### src/rtl/cpu_core_mc_if.sv
// Instruction and data memory handshake bundle for cpu_core_mc.
// The core is the master on both channels; memory wrappers sit on the slave side.
interface cpu_core_mc_if #(
    parameter int DW = 8,
    parameter int AW = 6
);
    logic          imem_req;
    logic [AW-1:0] imem_addr;
    logic          imem_ack;
    logic [15:0]   imem_rdata;

    logic          dmem_req;
    logic          dmem_we;
    logic [AW-1:0] dmem_addr;
    logic [DW-1:0] dmem_wdata;
    logic          dmem_ack;
    logic [DW-1:0] dmem_rdata;

    modport master (
        output imem_req, imem_addr,
        input  imem_ack, imem_rdata,
        output dmem_req, dmem_we, dmem_addr, dmem_wdata,
        input  dmem_ack, dmem_rdata
    );

    modport slave (
        input  imem_req, imem_addr,
        output imem_ack, imem_rdata,
        input  dmem_req, dmem_we, dmem_addr, dmem_wdata,
        output dmem_ack, dmem_rdata
    );
endinterface

### src/rtl/cpu_core_mc.sv
// Parametrised multi-cycle core: IDLE/FETCH/EXEC/MEM/HALT sequencer with
// req/ack instruction and data memory channels that may stall it indefinitely.
module cpu_core_mc #(
    parameter int DW = 8,
    parameter int AW = 6,
    parameter int RN = 16
) (
    input  logic              clk,
    input  logic              rst_n,
    cpu_core_mc_if.master     bus,
    output logic [AW-1:0]     pc_out,
    output logic              zf_out,
    output logic              halted
);
    localparam int RW = (RN > 1) ? $clog2(RN) : 1;

    typedef enum logic [2:0] {
        S_IDLE,
        S_FETCH,
        S_EXEC,
        S_MEM,
        S_HALT
    } state_t;

    state_t        state_reg;
    logic [AW-1:0] pc_reg;
    logic          zf_reg;
    logic [15:0]   ir_reg;
    logic          halted_reg;
    logic          imem_req_reg;
    logic          dmem_req_reg;
    logic          dmem_we_reg;
    logic [AW-1:0] dmem_addr_reg;
    logic [DW-1:0] dmem_wdata_reg;
    logic [DW-1:0] regs [RN];

    logic [3:0]    op;
    logic [RW-1:0] dst_idx;
    logic [RW-1:0] src0_idx;
    logic [RW-1:0] src1_idx;
    logic [7:0]    imm8;
    logic [DW-1:0] src0_val;
    logic [DW-1:0] src1_val;
    logic [DW-1:0] alu_res;
    logic          is_alu;
    logic [AW-1:0] pc_inc;
    logic [AW-1:0] jmp_tgt;
    logic          rf_we;
    logic [DW-1:0] rf_wdata;

    assign op       = ir_reg[15:12];
    assign dst_idx  = ir_reg[8 +: RW];
    assign src0_idx = ir_reg[4 +: RW];
    assign src1_idx = ir_reg[0 +: RW];
    assign imm8     = ir_reg[7:0];
    assign src0_val = regs[src0_idx];
    assign src1_val = regs[src1_idx];
    assign is_alu   = (op >= 4'h1) && (op <= 4'h7);
    assign pc_inc   = pc_reg + AW'(1);
    assign jmp_tgt  = imm8[AW-1:0];

    always_comb begin
        alu_res = '0;
        case (op)
            4'h1:    alu_res = src0_val + src1_val;
            4'h2:    alu_res = src0_val - src1_val;
            4'h3:    alu_res = src0_val & src1_val;
            4'h4:    alu_res = src0_val | src1_val;
            4'h5:    alu_res = src0_val ^ src1_val;
            4'h6:    alu_res = src0_val << 1;
            4'h7:    alu_res = src0_val >> 1;
            default: alu_res = '0;
        endcase
    end

    // Sources were read from the old register contents; the single write port
    // commits at the end of EXEC (ALU/LI) or on the data ack of a load.
    always_comb begin
        rf_we    = 1'b0;
        rf_wdata = alu_res;
        if (state_reg == S_EXEC && (is_alu || op == 4'h8)) begin
            rf_we    = 1'b1;
            rf_wdata = (op == 4'h8) ? DW'(imm8) : alu_res;
        end else if (state_reg == S_MEM && bus.dmem_ack && !dmem_we_reg) begin
            rf_we    = 1'b1;
            rf_wdata = bus.dmem_rdata;
        end
    end

    always_ff @(posedge clk or negedge rst_n) begin
        if (!rst_n) begin
            for (int i = 0; i < RN; i++) begin
                regs[i] <= '0;
            end
        end else if (rf_we) begin
            regs[dst_idx] <= rf_wdata;
        end
    end

    always_ff @(posedge clk or negedge rst_n) begin
        if (!rst_n) begin
            state_reg      <= S_IDLE;
            pc_reg         <= '0;
            zf_reg         <= 1'b0;
            ir_reg         <= '0;
            halted_reg     <= 1'b0;
            imem_req_reg   <= 1'b0;
            dmem_req_reg   <= 1'b0;
            dmem_we_reg    <= 1'b0;
            dmem_addr_reg  <= '0;
            dmem_wdata_reg <= '0;
        end else begin
            case (state_reg)
                S_IDLE: begin
                    state_reg    <= S_FETCH;
                    imem_req_reg <= 1'b1;
                end
                S_FETCH: begin
                    if (bus.imem_ack) begin
                        ir_reg       <= bus.imem_rdata;
                        imem_req_reg <= 1'b0;
                        state_reg    <= S_EXEC;
                    end
                end
                S_EXEC: begin
                    state_reg    <= S_FETCH;
                    imem_req_reg <= 1'b1;
                    pc_reg       <= pc_inc;
                    if (is_alu) begin
                        zf_reg <= (alu_res == '0);
                    end
                    case (op)
                        4'hB: pc_reg <= jmp_tgt;
                        4'hC: if (zf_reg) pc_reg <= jmp_tgt;
                        4'hD: if (!zf_reg) pc_reg <= jmp_tgt;
                        4'h9, 4'hA: begin
                            state_reg      <= S_MEM;
                            imem_req_reg   <= 1'b0;
                            pc_reg         <= pc_reg;
                            dmem_req_reg   <= 1'b1;
                            dmem_we_reg    <= (op == 4'hA);
                            dmem_addr_reg  <= src1_val[AW-1:0];
                            dmem_wdata_reg <= src0_val;
                        end
                        4'hF: begin
                            state_reg    <= S_HALT;
                            imem_req_reg <= 1'b0;
                            halted_reg   <= 1'b1;
                            pc_reg       <= pc_reg;
                        end
                        default: ;
                    endcase
                end
                S_MEM: begin
                    if (bus.dmem_ack) begin
                        dmem_req_reg <= 1'b0;
                        dmem_we_reg  <= 1'b0;
                        pc_reg       <= pc_inc;
                        state_reg    <= S_FETCH;
                        imem_req_reg <= 1'b1;
                    end
                end
                S_HALT: ;
                default: state_reg <= S_IDLE;
            endcase
        end
    end

    assign bus.imem_req   = imem_req_reg;
    assign bus.imem_addr  = pc_reg;
    assign bus.dmem_req   = dmem_req_reg;
    assign bus.dmem_we    = dmem_we_reg;
    assign bus.dmem_addr  = dmem_addr_reg;
    assign bus.dmem_wdata = dmem_wdata_reg;
    assign pc_out         = pc_reg;
    assign zf_out         = zf_reg;
    assign halted         = halted_reg;
endmodule

### src/flat_wrapper.sv
// flat-port wrapper written by rule: the top's interface ports become plain ports
module cpu_core_mc_flat 
#(
    parameter int DW = 8,
    parameter int AW = 6,
    parameter int RN = 16
)
  (clk, rst_n, pc_out, zf_out, halted, bus_imem_req, bus_imem_addr, bus_imem_ack, bus_imem_rdata, bus_dmem_req, bus_dmem_we, bus_dmem_addr, bus_dmem_wdata, bus_dmem_ack, bus_dmem_rdata);
  cpu_core_mc_if #(.DW(DW), .AW(AW)) bus_i ();
  input  logic clk;
  input  logic rst_n;
  output logic [AW-1:0] pc_out;
  output logic zf_out;
  output logic halted;
  output wire logic [$bits(bus_i.imem_req)-1:0] bus_imem_req;
  output wire logic [$bits(bus_i.imem_addr)-1:0] bus_imem_addr;
  input wire logic [$bits(bus_i.imem_ack)-1:0] bus_imem_ack;
  input wire logic [$bits(bus_i.imem_rdata)-1:0] bus_imem_rdata;
  output wire logic [$bits(bus_i.dmem_req)-1:0] bus_dmem_req;
  output wire logic [$bits(bus_i.dmem_we)-1:0] bus_dmem_we;
  output wire logic [$bits(bus_i.dmem_addr)-1:0] bus_dmem_addr;
  output wire logic [$bits(bus_i.dmem_wdata)-1:0] bus_dmem_wdata;
  input wire logic [$bits(bus_i.dmem_ack)-1:0] bus_dmem_ack;
  input wire logic [$bits(bus_i.dmem_rdata)-1:0] bus_dmem_rdata;
  assign bus_imem_req = bus_i.imem_req;
  assign bus_imem_addr = bus_i.imem_addr;
  assign bus_i.imem_ack = bus_imem_ack;
  assign bus_i.imem_rdata = bus_imem_rdata;
  assign bus_dmem_req = bus_i.dmem_req;
  assign bus_dmem_we = bus_i.dmem_we;
  assign bus_dmem_addr = bus_i.dmem_addr;
  assign bus_dmem_wdata = bus_i.dmem_wdata;
  assign bus_i.dmem_ack = bus_dmem_ack;
  assign bus_i.dmem_rdata = bus_dmem_rdata;
  cpu_core_mc #(.DW(DW), .AW(AW), .RN(RN)) u_core (.clk(clk), .rst_n(rst_n), .bus(bus_i), .pc_out(pc_out), .zf_out(zf_out), .halted(halted));
endmodule
### config.mk
export PLATFORM = sky130hd
export DESIGN_NAME = cpu_core_mc_flat
export DESIGN_NICKNAME = d
export VERILOG_FILES = /design/src/rtl/cpu_core_mc_if.sv /design/src/rtl/cpu_core_mc.sv /design/src/flat_wrapper.sv
export SDC_FILE = /design/constraint.sdc
export NUM_CORES = 1
export LEC_CHECK = 0
export ABC_AREA = 1
export CELL_PAD_IN_SITES_DETAIL_PLACEMENT = 1
export CELL_PAD_IN_SITES_GLOBAL_PLACEMENT = 2
export CORE_UTILIZATION = 30
export CTS_BUF_LIST = sky130_fd_sc_hd__clkbuf_16
export CTS_CLUSTER_DIAMETER = 100
export CTS_CLUSTER_SIZE = 25
export DETAILED_ROUTE_END_ITERATION = 8
export DONT_BUFFER_PORTS = 1
export HOLD_SLACK_MARGIN = 0.08
export PLACE_DENSITY = 0.65
export SLEW_MARGIN = 30
export SYNTH_ARGS = -nofsm -noshare
export SYNTH_HDL_FRONTEND = slang
export SYNTH_SLANG_ARGS = --single-unit
### constraint.sdc
create_clock -name clk -period 5.5 [get_ports clk]
set_clock_uncertainty 0.05 [all_clocks]
set_input_delay 1.1 -clock clk [delete_from_list [all_inputs] [get_ports clk]]
set_output_delay 1.1 -clock clk [all_outputs]
set_load 0.05 [all_outputs]
==> results_dict.tcl <==
set metrics [dict create \
    outcome "finished clean" \
    grt_pass1_wl_mm 62.92 \
    drive_above_1_share 0.06030 \
    portBuffers 0 \
    place_ws_ns 0.6840 \
    slew_viol_final 0 \
    die_h_um 189.8 \
    peakVddDrop_mv 0.3796 \
    num_io_pins 59 \
    arrival_ns 5.14 \
    crit_type "register to register" \
    leakage_nw 5.598 \
    synth-edff-count 0 \
    drt-vias-per-instance 5.069 \
    switchingPower_mw 4.717 \
    relSlewSlack 0.3338 \
    cts_setup_buffers 0 \
    antenna_found_initial 3 \
    synth-async-reset-ratio 1.000 \
    grt_max_degree 173 \
    power_frac_clock 0.146 \
    drtAntennaViolNets 0 \
    final-setup-viol-count 0 \
    yosys_register_bits 172 \
    cts-buffers-inserted 17 \
    power_frac_comb 0.573 \
    tritoncts "yes" \
    grt-busiest-layer "met2" \
    critPathSlowestCell "dfrtp_2" \
    path_buf_inv 3 \
    avgSynthCellArea_um2 7.060 \
    dp.cells 1900 \
    coreArea_um2 34630 \
    grt_overflow 0 \
    final_common_cell "nand2_1" \
    drv_cap 0 \
    switching_share 0.5448 \
    grt_pass1_vias 10190 \
    rsz0062_at_grt "false" \
    n_fill_cell 4282 \
    max_stage_delay_ns 0.58 \
    die-area_um2 36010 \
    reg2reg_from "u_core.ir_reg[0]" \
    required_ns 5.78 \
    synth_nets 1552 \
    met1_usage 0.3321 \
    ctsHoldBuffers 0 \
    crit_path_end_kind "register" \
    cts_buffer_depth 2 \
    row_count 68 \
    synth_ff_type "dfrtp_1" \
    area_growth_pct 8.424 \
    grt_util_met2 0.3725 \
    regToRegSetupSlack_ns 0.64 \
    vias 9794 \
    postRouteWirelength_mm 40.04 \
    fmax_ghz 0.2056 \
    netlist_area_um2 10580 \
    first_iter_violations 562 \
    htree_levels 4 \
    fin_cells 1932 \
    die_width_um 189.8 \
    synthCells 1498 \
    dpl.hpwl_mm 28.31 \
    cts_resized 0 \
    clk_latency_ns 0.46 \
    hp-class "input pin to async pin" \
    gp_congestion 0.8280 \
    path_max_fanout 19 \
    yosysSeqAreaShare 0.4070 \
    grt_util_met3 0.03284 \
    r2r_end "u_core.regs[86]" \
    worst_slack_ns 0.6366 \
    start_util 0.3054 \
    crit_path_frequent_cell "nand2_1" \
    grt_use_total 0.2341 \
    synthDistinctLibCells 44 \
    nets 1518 \
    hold_violations 0 \
    p_per_area_nw_per_um2 755.1 \
    fin_crit_ns 4.863 \
    root_buffer "clkbuf_16" \
    power_frac_seq 0.280 \
    largest_reg_flops 128 \
    drc 0 \
    cp-start-kind "register" \
    wl_per_cell_um 20.73 \
    cts_num_sinks 172 \
    setup_tns_ns 0 \
    final_cell_mix "410 x nand2_1, 191 x inv_1, 186 x o21ai_0, 170 x dfrtp_1, 145 x nand3_1" \
    post-route-period-util 0.8843 \
    firstDrtPassIters 5 \
    worst_pin_slew_ns 0.9993 \
    crit_family "simple AND/OR/NAND/NOR gates" \
    ff2ff_path_depth 29 \
    internal_power_mw 3.941 \
    ys_warn_count 0 \
    path_clk_slew_ns 0.07 \
    final_util 0.3311 \
]
## cells by family after synthesis
logic type | Yosys count | share of synthesized area
compound gates | 340 | 0.1765
fa+ha+maj | 26 | 0.03147
flops | 172 | 0.4070
xor+xnor | 7 | 0.005798
buf+inv | 283 | 0.1159
simple gates | 668 | 0.2612
mux | 2 | 0.002011
## per-stage QoR
stage / total power, mW / hold WS (ns) / area, µm²
6_report: 8.658 / 0.2895 / 11470
2_1_floorplan: 5.870 / 0.3989 / 10580
3_3_place_gp: 7.374 / 0.4164 / 10880
3_5_place_dp: 7.450 / 0.4271 / 10890
4_1_cts: 8.764 / 0.2623 / 11460
5_1_grt: 9.531 / 0.2577 / 11470
## power groups by stage
stage	clock network, mW	logic, mW	registers (mW)
after detailed placement	0	5.00	2.45
final	1.27	4.96	2.43
after floorplan	0	3.61	2.26
after global routing	1.34	5.69	2.50
after global placement	0	4.94	2.44
after CTS	1.31	5.03	2.43
## Yosys cell counts, drive strengths merged (6+ instances only)
library cell,n,area share
or2,7,0.0041
nand3,146,0.070
ha,25,0.030
clkinv,6,0.0021
nor2,90,0.033
a21oi,79,0.037
o211ai,31,0.023
nand2,416,0.15
clkbuf,12,0.0043
inv,201,0.071
dfrtp,172,0.41
nor3,7,0.0038
buf,64,0.038
o21ai,209,0.10
## worst reg2reg max path, delay by kind of cell, from the launching register on
kind / cells / cell delay (ns)
AND/OR/NAND/NOR: 17 / 2.23
adder cells (fa/ha/maj): 2 / 0.75
AO/OA/AOI/OAI: 7 / 0.68
flip-flops: 1 / 0.58
buffers and inverters: 3 / 0.47
## final cells by class
class,count,area (µm²),share of cell area
multi-input combinational,1043,5047,0.4402
sequential,172,4307,0.3756
inverter,207,777.0,0.06777
tap,455,569.3,0.04965
clock buffer,17,425.4,0.03710
timing repair buffer,23,185.2,0.01615
clock inverter,14,152.6,0.01331
antenna,1,2.502,0.0002182
## metal layers
metal | share of wire | vias to the layer above
li1 | - | 4765
met1 | 0.49 | 4848
met2 | 0.46 | 147
met3 | 0.031 | 34
met4 | 0.015 | 0
met5 | 0 | -
## worst max path at each step
stage                     start              end  slack [ns]  cells after the start
6_report       u_core.ir_reg[0]  u_core.regs[86]        0.64                     29
5_1_grt        u_core.ir_reg[0]  u_core.regs[70]        0.04                     29
4_1_cts        u_core.ir_reg[0]   u_core.regs[6]        0.63                     29
3_5_place_dp   u_core.ir_reg[0]   u_core.regs[6]        0.68                     29
3_3_place_gp   u_core.ir_reg[0]  u_core.regs[21]        0.82                     24
2_1_floorplan  u_core.ir_reg[0]  u_core.regs[62]        1.67                     30
No activity file was read; power rests on OpenSTA's default activity.
==> variant 1 (same flow settings) <==
`RN` is set to 16 in 2 places; all go to 8.
--- a/src/rtl/cpu_core_mc.sv
+++ b/src/rtl/cpu_core_mc.sv
@@ -3,7 +3,7 @@
 module cpu_core_mc #(
     parameter int DW = 8,
     parameter int AW = 6,
-    parameter int RN = 16
+    parameter int RN = 8
 ) (
     input  logic              clk,
     input  logic              rst_n,
--- a/src/flat_wrapper.sv
+++ b/src/flat_wrapper.sv
@@ -3,7 +3,7 @@
 #(
     parameter int DW = 8,
     parameter int AW = 6,
-    parameter int RN = 16
+    parameter int RN = 8
 )
   (clk, rst_n, pc_out, zf_out, halted, bus_imem_req, bus_imem_addr, bus_imem_ack, bus_imem_rdata, bus_dmem_req, bus_dmem_we, bus_dmem_addr, bus_dmem_wdata, bus_dmem_ack, bus_dmem_rdata);
   cpu_core_mc_if #(.DW(DW), .AW(AW)) bus_i ();
Check against the original RTL: not equivalent (a bounded check fails within 10 cycles, from zero or initial values and one cycle with rst_n low).
==> variant 1 against the unedited design <==
  * Count of clock-buffer cells in the layout down 8
  * Routed wire length down 42%
  * Highest routed layer unchanged
  * Sequential cell count down 65
  * Setup slack better by 0.68 ns
  * Area after synthesis down 35%
  * Final area down 36%
  * Global-route usage down 2.7 points
Power is not shown: default switching activity piles up to over one toggle a cycle in this logic, so the estimate is an artifact.
==> variant 1: results (changes against the unedited design) <==
Run status
  • Outcome: complete, no violations

Min path
  • Type of the tightest min-delay check: input port to asynchronous set/reset pin

Placement
  • HPWL after DPL: 16.8 mm (-41%)
  • Routability cong.: 0.792 (-4.3%)
  • Total cell area at the placement stage: 7090 sq um (-35%)
  • Post-Place Worst Slack: 1.27 ns (+0.590 ns)

Yosys
  • Post-synthesis sequential area ratio: 38.7% (-2.0 points)
  • Net count of the mapped netlist: 1032 (-34%)
  • Post-synthesis instance total: 978 (-35%)
  • Most numerous cell types in the synthesized netlist: sky130_fd_sc_hd__nand2_1, sky130_fd_sc_hd__inv_1, sky130_fd_sc_hd__dfrtp_1, sky130_fd_sc_hd__o21ai_0, sky130_fd_sc_hd__nand3_1
  • Top post-synthesis cells by area: sky130_fd_sc_hd__dfrtp_1, sky130_fd_sc_hd__nand2_1, sky130_fd_sc_hd__inv_1
  • Number of different library cells in the post-synthesis netlist: 41 (-6.8%)

CTS
  • Setup bufs post-CTS: 0 (unchanged)
  • Post_cts resized: 0 (unchanged)
  • Clock latency reported for the late side of the worst-skew pair: 0.36 ns (-0.10 ns)
  • Maximum level of the CTS H-tree: 3 (-1)
  • Number of buffers created by CTS: 9 (-8)

Global route
  • Number of global-route vias before repair: 6265 (-39%)
  • Pin count of the biggest net entering global routing: 108 (-38%)
  • First-pass GRT wire length: 37.2 mm (-41%)
  • Gr usage total: 20.7% (-2.7 points)
  • Antenna violations before repair: 0 (-3)

Cells and area
  • Flip-flop count of the largest register after layout: 64 (-50%)
  • Final std cells w/o fill: 1249 (-35%)
  • Layout cells sized above 1: 7.68% (+1.6 points)
  • Final core utilization: 32.7% (-0.45 points)
  • Filler Cell Count: 2840 (-34%)
  • Antenna diode count: 0 (-1)

Critical path
  • Cell type group with the largest total delay on the critical path: compound AO/OA/AOI/OAI gates
  • CP max-delay cell: sky130_fd_sc_hd__buf_4
  • Data arrival, critical path: 4.36 ns (-0.78 ns)
  • Largest stage delay on the critical path: 0.44 ns (-0.14 ns)
  • Crit path max fanout: 38 (+19)

Drt
  • Count of routing violations after the opening detailed-route iteration: 303 (-46%)
  • Router iterations before antenna repair: 4 (-1)
  • Via count of the routed design: 6084 (-38%)
  • DR WL/cell: 18.6 um (-10%)

STA
  • Slew margin rel.: 33.2% (-0.15 points)
variant 1: cell count changes after synthesis, sizes merged, moves of 3 or more:
cell,before,now
clkbuf,12,9
a21oi,79,61
o21ai,209,135
xor2,5,8
nor3,7,2
dfrtp,172,107
nor2,90,67
nand3,146,75
clkinv,6,0
or2,7,0
o211ai,31,9
buf,64,32
inv,201,146
nand2,416,276
variant 1: cells by family after synthesis:
family / after synthesis / synth area share, %
flip-flops: 107 / 38.7
AND/OR/NAND/NOR: 423 / 25.3
AO/OA/AOI/OAI: 224 / 17.9
multiplexers: 1 / 0.163
XOR/XNOR: 10 / 1.27
buffers and inverters: 187 / 11.7
adder cells (fa/ha/maj): 26 / 4.81
variant 1: area by class of cell:
class	instances	area share, %
flip-flops and latches	107	36.2
clock buffers	9	3.05
clock inverters	7	1.03
well taps	285	4.82
repair buffers	11	1.12
inverters	146	7.41
multi-input cells	684	46.4
variant 1: path summary, 6_finish.rpt:
path	cells after the start	slack, ns	startpoint	to
max in group asynchronous	0	4.83	rst_n	u_core.ir_reg[1]$_DFFE_PN0P_
worst min-delay path	0	0.37	rst_n	u_core.halted$_DFFE_PN0P_
worst max-delay path	21	1.32	u_core.ir_reg[0]$_DFFE_PN0P_	u_core.regs[28]$_DFFE_PN0P_
worst min register to register	2	0.43	u_core.regs[55]$_DFFE_PN0P_	u_core.regs[55]$_DFFE_PN0P_
min in group clk	2	0.43	u_core.regs[55]$_DFFE_PN0P_	u_core.regs[55]$_DFFE_PN0P_
worst max register to register	21	1.32	u_core.ir_reg[0]$_DFFE_PN0P_	u_core.regs[28]$_DFFE_PN0P_
variant 1: metal layers:
layer	global-route usage, %	vias to the layer above	wire length (um)
met2	35.1	44	11100
met4	3.86	0	160
met3	2.54	6	514
met5	0	-	0
li1	-	3093	-
met1	28.5	2941	11500
==> variant 2 (same flow settings) <==
Without the edit above. Re-encode `state_t` (5 states) as one-hot, 5 bits wide.
--- a/src/rtl/cpu_core_mc.sv
+++ b/src/rtl/cpu_core_mc.sv
@@ -14,12 +14,12 @@
 );
     localparam int RW = (RN > 1) ? $clog2(RN) : 1;
 
-    typedef enum logic [2:0] {
-        S_IDLE,
-        S_FETCH,
-        S_EXEC,
-        S_MEM,
-        S_HALT
+    typedef enum logic [4:0] {
+        S_IDLE  = 5'b00001,
+        S_FETCH = 5'b00010,
+        S_EXEC  = 5'b00100,
+        S_MEM   = 5'b01000,
+        S_HALT  = 5'b10000
     } state_t;
 
     state_t        state_reg;
Check against the original RTL: same outputs for any inputs over 4 cycles, from zero or initial values and one cycle with rst_n low; so few cycles prove little.
==> variant 2 against the unedited design <==
  * The flow now finishes with violations (DRC)
  * Synthesized cell count increased by 0.60%
  * Power decreased by 0.76%
  * Area after synthesis increased by 3.0%
  * Sequential cell count increased by 2
  * Setup slack improved by 0.15 ns
  * Final area increased by 2.3%
  * Sequential share of layout area decreased by 0.38 points
  * Routed wire length increased by 0.90%
  * Highest routed layer unchanged
==> variant 2: results (changes against the unedited design) <==
Cells and area
  • Count of buffers not belonging to the clock network in the layout: 21 (-8.7%)
  • Multi-input logic area: 5260 sq um (+4.2%)
  • Data-path buffer share of cell area in the final layout: 1.45% (-0.16 points)
  • Antenna diode count: 0 (-1)
  • Final core utilization: 32.9% (-0.22 points)
  • Register share of the cell area: 37.2% (-0.38 points)

Drt
  • Via count of the routed design: 9851 (+0.58%)
  • Via density per instance: 5.06 (-0.24%)
  • DRC Markers: 4 (+4)
  • Total length of routed met3 wires: 974 um (-21%)
  • Total wirelength of the detailed-routed design: 40.4 mm (+0.90%)
  • Amount of wire on met2 after detailed routing: 18.6 mm (+1.0%)
  • Router iterations before antenna repair: 7 (+2)

Yosys
  • Post-synthesis instance total: 1507 (+0.60%)
  • Net count of the mapped netlist: 1561 (+0.58%)
  • Mux contribution to synthesized area: 0% (-0.20 points)
  • Post-synthesis share of cell area spent on xor and xnor gates: 0.804% (+0.22 points)

STA
  • Slew margin rel.: 32.7% (-0.70 points)

Global route
  • First-pass GRT wire length: 61.7 mm (-1.9%)
  • Met1 capacity usage during global routing: 31.9% (-1.3 points)
  • Antenna violations before repair: 0 (-3)

Run status
  • Outcome: finished with violations
  • Violated checks: DRC

Power
  • Combinational share of power: 60.4% (+3.1 points)
  • Highest ir drop seen on vdd: 0.427 mV (+12%)
  • Static leakage power: 5.48 nW (-2.1%)

Critical path
  • Largest stage delay on the critical path: 0.74 ns (+0.16 ns)

Placement
  • Post-Place Cells: 1916 (+0.84%)
  • HPWL after DPL: 29.0 mm (+2.4%)
  • Total cell area at the placement stage: 11200 sq um (+2.5%)
==> variant 2: changes by cell type after synthesis, sizes merged, moves of 4 or more <==
cell   delta
inv       +4
nand3    +22
nor2     -12
a21oi    -14
nor3      +9
buf       -4
==> variant 2: final timing paths <==
check	startpoint	end	slack [ns]	cells after the start
min reg2reg	u_core.regs[83]$_DFFE_PN0P_	u_core.regs[83]$_DFFE_PN0P_	0.43	2
max reg2reg	u_core.ir_reg[0]$_DFFE_PN0P_	u_core.regs[46]$_DFFE_PN0P_	0.78	22
max	u_core.ir_reg[0]$_DFFE_PN0P_	u_core.regs[46]$_DFFE_PN0P_	0.78	22
min in group clk	u_core.regs[83]$_DFFE_PN0P_	u_core.regs[83]$_DFFE_PN0P_	0.43	2
min	rst_n	u_core.regs[34]$_DFFE_PN0P_	0.29	0
max in group asynchronous	rst_n	u_core.state_reg[0]$_DFFE_PN1P_	4.82	0
